### src/rtl/multi_pkg.sv
// Shared constants for the multi-cycle MIPS control FSM: opcodes, state codes
// and datapath mux encodings.
package multi_pkg;

  localparam int unsigned CNT_W = 3;

  localparam logic [5:0] OP_R   = 6'b000000;
  localparam logic [5:0] OP_LW  = 6'b100011;
  localparam logic [5:0] OP_SW  = 6'b101011;
  localparam logic [5:0] OP_BEQ = 6'b000100;
  localparam logic [5:0] OP_J   = 6'b000010;

  typedef enum logic [3:0] {
    StIf   = 4'd0,
    StId   = 4'd1,
    StMa   = 4'd2,
    StMrd  = 4'd3,
    StLwb  = 4'd4,
    StMwr  = 4'd5,
    StEx   = 4'd6,
    StRwb  = 4'd7,
    StBr   = 4'd8,
    StJp   = 4'd9,
    StTrap = 4'd10
  } state_e;

  localparam logic [1:0] ALU_ADD   = 2'b00;
  localparam logic [1:0] ALU_SUB   = 2'b01;
  localparam logic [1:0] ALU_FUNCT = 2'b10;

  localparam logic [1:0] SRCB_B      = 2'b00;
  localparam logic [1:0] SRCB_FOUR   = 2'b01;
  localparam logic [1:0] SRCB_IMM    = 2'b10;
  localparam logic [1:0] SRCB_IMM_SH = 2'b11;

  localparam logic [1:0] PCS_ALU    = 2'b00;
  localparam logic [1:0] PCS_ALUOUT = 2'b01;
  localparam logic [1:0] PCS_JUMP   = 2'b10;

  // Instruction class one-hot: [4]J [3]BEQ [2]LW [1]SW [0]R; zero if unknown.
  function automatic logic [4:0] op_class(input logic [5:0] op);
    logic [4:0] cls;
    cls = 5'b00000;
    case (op)
      OP_R:    cls = 5'b00001;
      OP_SW:   cls = 5'b00010;
      OP_LW:   cls = 5'b00100;
      OP_BEQ:  cls = 5'b01000;
      OP_J:    cls = 5'b10000;
      default: cls = 5'b00000;
    endcase
    return cls;
  endfunction

endpackage

### src/rtl/multi_cycle_ctrl_wait_cnt.sv
// Memory wait-state counter: cleared on entry to a memory state, counts while
// in it, and flags the final cycle of a MEM_LAT-cycle access.
module multi_wait_cnt
  import multi_pkg::*;
#(
  parameter int unsigned MEM_LAT = 1
) (
  input  logic clk_i,
  input  logic rst_i,
  input  logic clr_i,
  input  logic en_i,
  output logic last_o
);

  if (MEM_LAT < 1 || MEM_LAT > 7) begin : g_bad_lat
    $error("multi_wait_cnt: MEM_LAT must be in 1..7");
  end

  logic [CNT_W-1:0] cnt_q, cnt_d;

  // Next count: clear wins over increment.
  always_comb begin
    cnt_d = cnt_q;
    if (clr_i) begin
      cnt_d = '0;
    end else if (en_i) begin
      cnt_d = cnt_q + CNT_W'(1);
    end
  end

  // Count register with synchronous reset.
  always_ff @(posedge clk_i) begin
    if (rst_i) begin
      cnt_q <= '0;
    end else begin
      cnt_q <= cnt_d;
    end
  end

  assign last_o = (cnt_q == CNT_W'(MEM_LAT - 1));

endmodule

### src/rtl/multi_cycle_ctrl.sv
// Multi-cycle MIPS control FSM (IF/ID/EX/MEM/WB) with MEM_LAT-cycle memory
// accesses. Define MULTI_CTRL_ILLEGAL_TRAP_EN to lock unknown opcodes in TRAP;
// otherwise they are treated as NOPs.
module multi_cycle_ctrl
  import multi_pkg::*;
#(
  parameter int unsigned MEM_LAT = 1,
  parameter int unsigned SW_W    = 4
) (
  input  logic            clk,
  input  logic            rst,
  input  logic [5:0]      OP,
  output logic            PCWrite,
  output logic            PCWriteCond,
  output logic            IorD,
  output logic            MemRead,
  output logic            MemWrite,
  output logic            IRWrite,
  output logic            MemtoReg,
  output logic            RegDst,
  output logic            RegWrite,
  output logic            ALUSrcA,
  output logic [1:0]      ALUSrcB,
  output logic [1:0]      ALUop,
  output logic [1:0]      PCSource,
  output logic [SW_W-1:0] state,
  output logic [4:0]      LED
);

  state_e     state_q, state_d;
  logic [4:0] led_q, led_d;
  logic       cnt_clr, cnt_en, last;

  // Clearing on every state change is equivalent to clearing on entry, since
  // the count is only observed inside the memory states.
  assign cnt_clr = (state_d != state_q);
  assign cnt_en  = (state_q == StIf) || (state_q == StMrd) || (state_q == StMwr);

  multi_wait_cnt #(
    .MEM_LAT(MEM_LAT)
  ) u_wait_cnt (
    .clk_i (clk),
    .rst_i (rst),
    .clr_i (cnt_clr),
    .en_i  (cnt_en),
    .last_o(last)
  );

  // State and class registers.
  always_ff @(posedge clk) begin
    if (rst) begin
      state_q <= StIf;
      led_q   <= '0;
    end else begin
      state_q <= state_d;
      led_q   <= led_d;
    end
  end

  // Next-state logic and Moore output decode of state plus the last flag.
  always_comb begin
    state_d     = state_q;
    led_d       = led_q;
    PCWrite     = 1'b0;
    PCWriteCond = 1'b0;
    IorD        = 1'b0;
    MemRead     = 1'b0;
    MemWrite    = 1'b0;
    IRWrite     = 1'b0;
    MemtoReg    = 1'b0;
    RegDst      = 1'b0;
    RegWrite    = 1'b0;
    ALUSrcA     = 1'b0;
    ALUSrcB     = SRCB_B;
    ALUop       = ALU_ADD;
    PCSource    = PCS_ALU;

    unique case (state_q)
      StIf: begin
        MemRead  = 1'b1;
        ALUSrcB  = SRCB_FOUR;
        if (last) begin
          IRWrite = 1'b1;
          PCWrite = 1'b1;
          state_d = StId;
        end
      end
      StId: begin
        ALUSrcB = SRCB_IMM_SH;
        led_d   = op_class(OP);
        case (OP)
          OP_LW, OP_SW: state_d = StMa;
          OP_R:         state_d = StEx;
          OP_BEQ:       state_d = StBr;
          OP_J:         state_d = StJp;
          default: begin
`ifdef MULTI_CTRL_ILLEGAL_TRAP_EN
            state_d = StTrap;
            led_d   = 5'b11111;
`else
            state_d = StIf;
`endif
          end
        endcase
      end
      StMa: begin
        ALUSrcA = 1'b1;
        ALUSrcB = SRCB_IMM;
        state_d = led_q[2] ? StMrd : StMwr;
      end
      StMrd: begin
        MemRead = 1'b1;
        IorD    = 1'b1;
        if (last) state_d = StLwb;
      end
      StLwb: begin
        RegWrite = 1'b1;
        MemtoReg = 1'b1;
        state_d  = StIf;
      end
      StMwr: begin
        IorD = 1'b1;
        if (last) begin
          MemWrite = 1'b1;
          state_d  = StIf;
        end
      end
      StEx: begin
        ALUSrcA = 1'b1;
        ALUop   = ALU_FUNCT;
        state_d = StRwb;
      end
      StRwb: begin
        RegWrite = 1'b1;
        RegDst   = 1'b1;
        state_d  = StIf;
      end
      StBr: begin
        ALUSrcA     = 1'b1;
        ALUop       = ALU_SUB;
        PCWriteCond = 1'b1;
        PCSource    = PCS_ALUOUT;
        state_d     = StIf;
      end
      StJp: begin
        PCWrite  = 1'b1;
        PCSource = PCS_JUMP;
        state_d  = StIf;
      end
`ifdef MULTI_CTRL_ILLEGAL_TRAP_EN
      StTrap: state_d = StTrap;
`endif
      default: state_d = StIf;
    endcase

    // Reset masks every output so an aborted instruction cannot write.
    if (rst) begin
      PCWrite     = 1'b0;
      PCWriteCond = 1'b0;
      IorD        = 1'b0;
      MemRead     = 1'b0;
      MemWrite    = 1'b0;
      IRWrite     = 1'b0;
      MemtoReg    = 1'b0;
      RegDst      = 1'b0;
      RegWrite    = 1'b0;
      ALUSrcA     = 1'b0;
      ALUSrcB     = SRCB_B;
      ALUop       = ALU_ADD;
      PCSource    = PCS_ALU;
    end
  end

  assign state = rst ? '0 : SW_W'(state_q);
  assign LED   = rst ? '0 : led_q;

endmodule

### config.mk
export PLATFORM = sky130hd
export DESIGN_NAME = multi_cycle_ctrl
export DESIGN_NICKNAME = d
export VERILOG_FILES = /design/src/rtl/multi_pkg.sv /design/src/rtl/multi_cycle_ctrl_wait_cnt.sv /design/src/rtl/multi_cycle_ctrl.sv
export SDC_FILE = /design/constraint.sdc
export NUM_CORES = 1
export LEC_CHECK = 0
export BUFFER_PORTS_ARGS = -buffer_cell sky130_fd_sc_hd__buf_2
export CELL_PAD_IN_SITES_DETAIL_PLACEMENT = 1
export CELL_PAD_IN_SITES_GLOBAL_PLACEMENT = 1
export CORE_MARGIN = 5
export CORE_UTILIZATION = 30
export CTS_CLUSTER_DIAMETER = 150
export DETAILED_ROUTE_END_ITERATION = 10
export GPL_TIMING_DRIVEN = 0
export PLACE_DENSITY = 0.84
export SLEW_MARGIN = 0
export SYNTH_ARGS = -nofsm -noshare
export SYNTH_HDL_FRONTEND = slang
export SYNTH_SLANG_ARGS = --single-unit
### constraint.sdc
create_clock -name clk -period 1.6 [get_ports clk]
set_input_delay 0.24 -clock clk [delete_from_list [all_inputs] [get_ports clk]]
set_output_delay 0.24 -clock clk [all_outputs]
set_load 0.05 [all_outputs]
# Yosys cells after proc, flatten, opt, wreduce, memory -nomap -nowiden

Cells that the tools add are included.

Word-level logic and storage cells: 65
Input bits: 8
Output and inout bits: 25
Register bits after elaboration: 12

$add $sub $neg: 1
Mux-type cells: 36
Reductions and logical operators: 11
Equal/unequal tests: 14

Operators by type and width:

| kind                  | number |
|---|---|
| $pmux W5 S5           | 1 |
| $pmux W4 S6           | 1 |
| $mux W1               | 20 |
| $eq A4 B3 Y1 const B  | 4 |
| $mux W4               | 4 |
| $pmux W4 S4           | 1 |
| $eq A6 B6 Y1 const B  | 2 |
| $reduce_or A2 Y1      | 5 |
| $eq A4 B2 Y1 const B  | 2 |
| $eq A4 B4 Y1 const B  | 2 |
| $pmux W2 S2           | 2 |
| $eq A6 B2 Y1 const B  | 1 |
| $eq A6 B3 Y1 const B  | 1 |
| $logic_not A6 Y1      | 1 |
| $mux W2               | 3 |
| $pmux W2 S3           | 1 |
| $mux W5               | 1 |
| $eq A4 B1 Y1 const B  | 1 |
| $logic_not A4 Y1      | 1 |
| $ne A4 B4 Y1          | 1 |
| $add A3 B1 Y3 const B | 1 |
| $logic_not A3 Y1      | 1 |
| $mux W3               | 1 |
| $reduce_or A3 Y1      | 1 |
| 2 further kinds       | 3 |

# Depth between registers and ports, before layout

Depth in word-level cells: 6
Mapped depth: 6
Depth with buffers taken out: 6

# Cells and area by module

Synthesis repeated with hierarchy kept, for this count alone.

Cell total of the unflattened synthesis: 119
Area, all modules: 877.1 µm²

By module, submodules not included:

| module           | instances | area an instance (µm²) | cells each | seq. area each (µm²) |
|---|---|---|---|---|
| multi_cycle_ctrl | 1         | 723.2                  | 103        | 180.2 |
| multi_wait_cnt   | 1         | 153.9                  | 16         | 60.1 |

# Worst setup path after synthesis

OpenSTA, ideal clock, no wires.

Kind: register to output
Start point: reg state_q[3]
End point: out PCSource[0]
Path buffers: 2
Cell stages (with the launch flop): 6
Data arrival time: 3.065 ns
Slack: -1.705 ns
Cell sequence: dfxtp_1 > clkbuf_1 > nor2b_1 > nand2_1 > nor3_1 > buf_4

Cells in the longest elaborated chain, start to end: 3

RTL lines:

| what                   | RTL line                | text |
|---|---|---|
| start, declared        | multi_cycle_ctrl.sv:30  | `state_e state_q, state_d;` |
| start signal, assigned | multi_cycle_ctrl.sv:52  | `state_q <= StIf;` |
| start signal, assigned | multi_cycle_ctrl.sv:55  | `state_q <= state_d;` |
| $eq A4 B4 Y1           | multi_cycle_ctrl.sv:78  | `unique case (state_q)` |
| $pmux W2 S2 *          | multi_cycle_ctrl.sv:78  |  |
| $mux W2 *              | multi_cycle_ctrl.sv:157 | `if (rst) begin` |
| end, declared          | multi_cycle_ctrl.sv:25  | `output logic [1:0] PCSource,` |

Mark *: on every way between the ends. The rest lies on a longest branch, timed or not.

# Final worst setup path

Start point: reg state_q[3]
End point: out PCWrite

Cells in the longest elaborated chain, start to end: 3

RTL lines:

| what                                             | RTL line                | text |
|---|---|---|
| $eq A4 B4 Y1 or $logic_not A4 Y1 (tied branches) | multi_cycle_ctrl.sv:78  |  |
| $pmux W1 S2 *                                    | multi_cycle_ctrl.sv:78  |  |
| $mux W1 *                                        | multi_cycle_ctrl.sv:157 |  |
| end, declared                                    | multi_cycle_ctrl.sv:13  | `output logic PCWrite,` |

Marked as above.

==> summary.txt <==
Placed design
  – Post-DP Area: approximately 1200 µm²
  – PortBufs: 32
  – Gpl congestion: 0.753
  – Hpwl dp: 2.22 mm
  – Cells after DPL: 182

Clocking
  – Worst skew pair latency: 0.27 ns
  – H-tree depth: 1
  – CTS sink count: 12
  – Clock tree buffer depth: 2
  – Clock transition at path regs: 0.08 ns
  – CTS Root Cell: clkbuf_4
  – TritonCTS clock tree: yes
  – Hold Buf Count CTS: 0
  – CTS buffer count: 3

Timing
  – Hold WS: slightly below 0.3 ns
  – Worst slew pin tran: 0.528 ns
  – RSZ-0062 raised after global routing: true
  – Max Clk Rate: 570 MHz
  – Final Cycle Share: 110%
  – Hold Violations, Final: 0
  – Tmin final: 1.75 ns
  – Final Max Slew Viols: 0
  – Endpoints failing setup: 23
  – Worst Clk Skew: between 0.004 and 0.005 ns
  – Max_slew headroom: 64.3%
  – Post-route setup slack: -0.153 ns

Power and ir drop
  – Lkg Pwr: 0.741 nW
  – Internal power: 0.000574 W
  – Seq pwr share: a little over a third
  – Worst vdd ir: 401 µV
  – Pwr Density: 477 nW/µm²
  – Net Sw Frac: around a third
  – Clk pwr share: 28.7%
  – Overall Power: ~0.00084 W
  – Switch Pwr: around 0.00027 W
  – Comb pwr share: ~36%

Finish
  – Fin cells: 205
  – Antenna Cells: 0
  – Layout cells sized above 1: 63.8%
  – Synth-to-Final Area Change: 105%
  – Final instance area: 1770 µm²
  – Final Core Density: 64.1%
  – Fin nets: 185
  – Fill cells: 302

Min path
  – Worst Hold Path EP: state_q[1]
  – Hold Path Class: input port to flip-flop
  – Worst Hold Depth: 3
  – Worst hold start: OP[4]

Critical path
  – Reg2reg start: state_q[3]
  – CP startpoint kind: flip-flop
  – Crit-path cells: or3_4, nor4_4, or2_4, buf_8
  – CP Class: flip-flop to output port
  – Worst Path Required: 1.36 ns
  – Slowest cell on the critical path: or3_4
  – R2R Setup Slk: -0.11 ns
  – CP endpoint kind: output port
  – CP max FO: 4
  – Max stage delay on crit path: ~0.4 ns
  – Critical R2R Capture: u_wait_cnt.cnt_q[1]
  – Critical Path AT: approximately 1.5 ns
  – R2R cell count: 5

GRT
  – First-pass GRT wire length: 6.09 mm
  – Antenna violations before repair: 0
  – Largest net degree at the start of global routing: 11
  – Gr usage total: approximately a fifth
  – Vias in the first global route: about 1200
  – Overflow after GRT: 0

Logic synthesis
  – Dominant synthesized flop cell: dfxtp_1
  – Asr flop ratio synth: 0%
  – Syn Inst Count: 119
  – Largest cells by area after synthesis: dfxtp_1 (28%), nor2_1 (7.4%), nor2b_1 (6.5%), nor3_1 (5.8%), nand2b_1 (3.6%)
  – Register bit total from synthesis: 12
  – Syn_nets: 129
  – Number of synthesized flops with an enable pin: 0
  – Yosys cell types: 35
  – Synth top area share: 27.9%
  – Most common library cells after synthesis: nor2_1 (17), dfxtp_1 (12), nor3_1 (10)
  – Area leader, netlist: dfxtp_1
  – Count leader, synth: nor2_1
  – Syn avg cell area: approximately 7.2 µm²
  – Yosys Warn Count: 0
  – Cell area after synthesis: 862 µm²
  – Register area share after synthesis: 27.9%

Detailed routing
  – Met2 wire len: 2.25 mm
  – Routed via count: roughly 1100
  – Post-route DRC: 0
  – DR iter-0 viols: 39
  – Met3 Wirelength: between 150 and 200 µm
  – Via-to-Cell Ratio: 5.49
  – WL final: 4.09 mm
  – DR WL/cell: 20.0 µm
  – Initial DRT Pass Iterations: 4
  – Met1 Routed Length: 1.57 mm
  – Antenna viol nets, final: 0
  – Uppermost routed layer: met4

Floorplanning
  – FP Rows: 19
  – Die area: 4050 µm²
  – Io pins: 33
  – Core ar.: 2760 µm²
  – Initial core utilization: between 30% and 40%
  – Die Ht: between 60 and 70 µm
  – Chip width: 63.6 µm

Status
  – Status: finished, violations left
  – Violated checks: negative setup slack

Flow run
  – Number of max-cap violations: 0
-- routing by layer --
metal,vias up,track usage (%)
met5,-,0
met4,0,7.53
met3,8,3.20
met2,34,36.7
met1,556,20.2
li1,527,-
-- logic make-up (layout without fill, tap and decap cells) --
kind of cell	Yosys count	count (layout)	share of synthesized area (%)
buffers and inverters	16	71	7.55
AOI/OAI and AO/OA	19	19	14.8
xor gates and xnor gates	4	4	4.06
and+or+nand+nor	64	64	40.3
DFF	12	12	27.9
adders and majority gates	2	2	2.90
muxes	2	2	2.47
-- worst max-delay path, delay by kind of cell (launching register included) --
| family | cells | cell delay [ns] |
|---|---|---|
| simple gates | 3 | 0.73 |
| buf+inv | 1 | 0.14 |
| flops | 1 | 0.37 |
-- through the flow --
stage | worst slack [ns] | setup TNS [ns]
6_report | -0.153 | -1.45
5_1_grt | -0.238 | -2.97
4_1_cts | -0.152 | -1.47
3_5_place_dp | -0.310 | -3.35
3_3_place_gp | -0.281 | -2.29
2_1_floorplan | -0.334 | -1.64
-- placed cells by master, fill, tap and decap left out, drive strengths merged, types with 3 or more instances in the layout --
| cell | instances |
|---|---|
| buf | 56 |
| nor2 | 17 |
| dfxtp | 12 |
| nor3 | 10 |
| nor2b | 9 |
| clkbuf | 8 |
| nand2 | 7 |
| inv | 5 |
| a21oi | 5 |
| nand2b | 5 |
| o21ai | 3 |
| nand3b | 3 |
| a31oi | 3 |
| or3 | 3 |
| nor4 | 3 |
-- worst max path at each step --
stage / to / depth (start not counted) / slack, ns / startpoint
after floorplan: PCWrite / 3 / -0.33 / state_q[2]
after global placement: state[2] / 5 / -0.28 / rst
after detailed placement: state[1] / 5 / -0.31 / rst
after CTS: PCWrite / 4 / -0.15 / state_q[3]
after global routing: PCWrite / 4 / -0.24 / state_q[3]
final: PCWrite / 4 / -0.15 / state_q[3]
-- sequential cells by signal, summed over array words and instances (netlist names) --
name / cells
led_q: 5
state_q: 4
u_wait_cnt.cnt_q: 3
-- final cells by class --
class	instances	area (µm²)	share of cell area [%]
Tap cell	31	38.8	2.20
Multi-Input combinational cell	91	812	46.0
Sequential cell	12	255	14.4
Timing Repair Buffer	52	484	27.4
Buffer	8	106	6.02
Clock buffer	4	36.3	2.05
Inverter	7	33.8	1.91
-- power groups by stage --
stage	registers (W)	logic (W)	clock network, W
after global routing	0.000301	0.000315	0.000265
after floorplan	0.000310	0.000136	0
after detailed placement	0.000311	0.000181	0
after CTS	0.000303	0.000262	0.000244
after global placement	0.000310	0.000174	0
final	0.000301	0.000300	0.000242
-- timing repair --
| item | in CTS | in global routing |
|---|---|---|
| endpoints found under the setup margin | 29 | 31 |
| buffers inserted | 12 | 8 |
| pin swaps | 7 | 10 |
| resized for setup | 67 | 31 |
No activity file was read; power rests on OpenSTA's default activity.
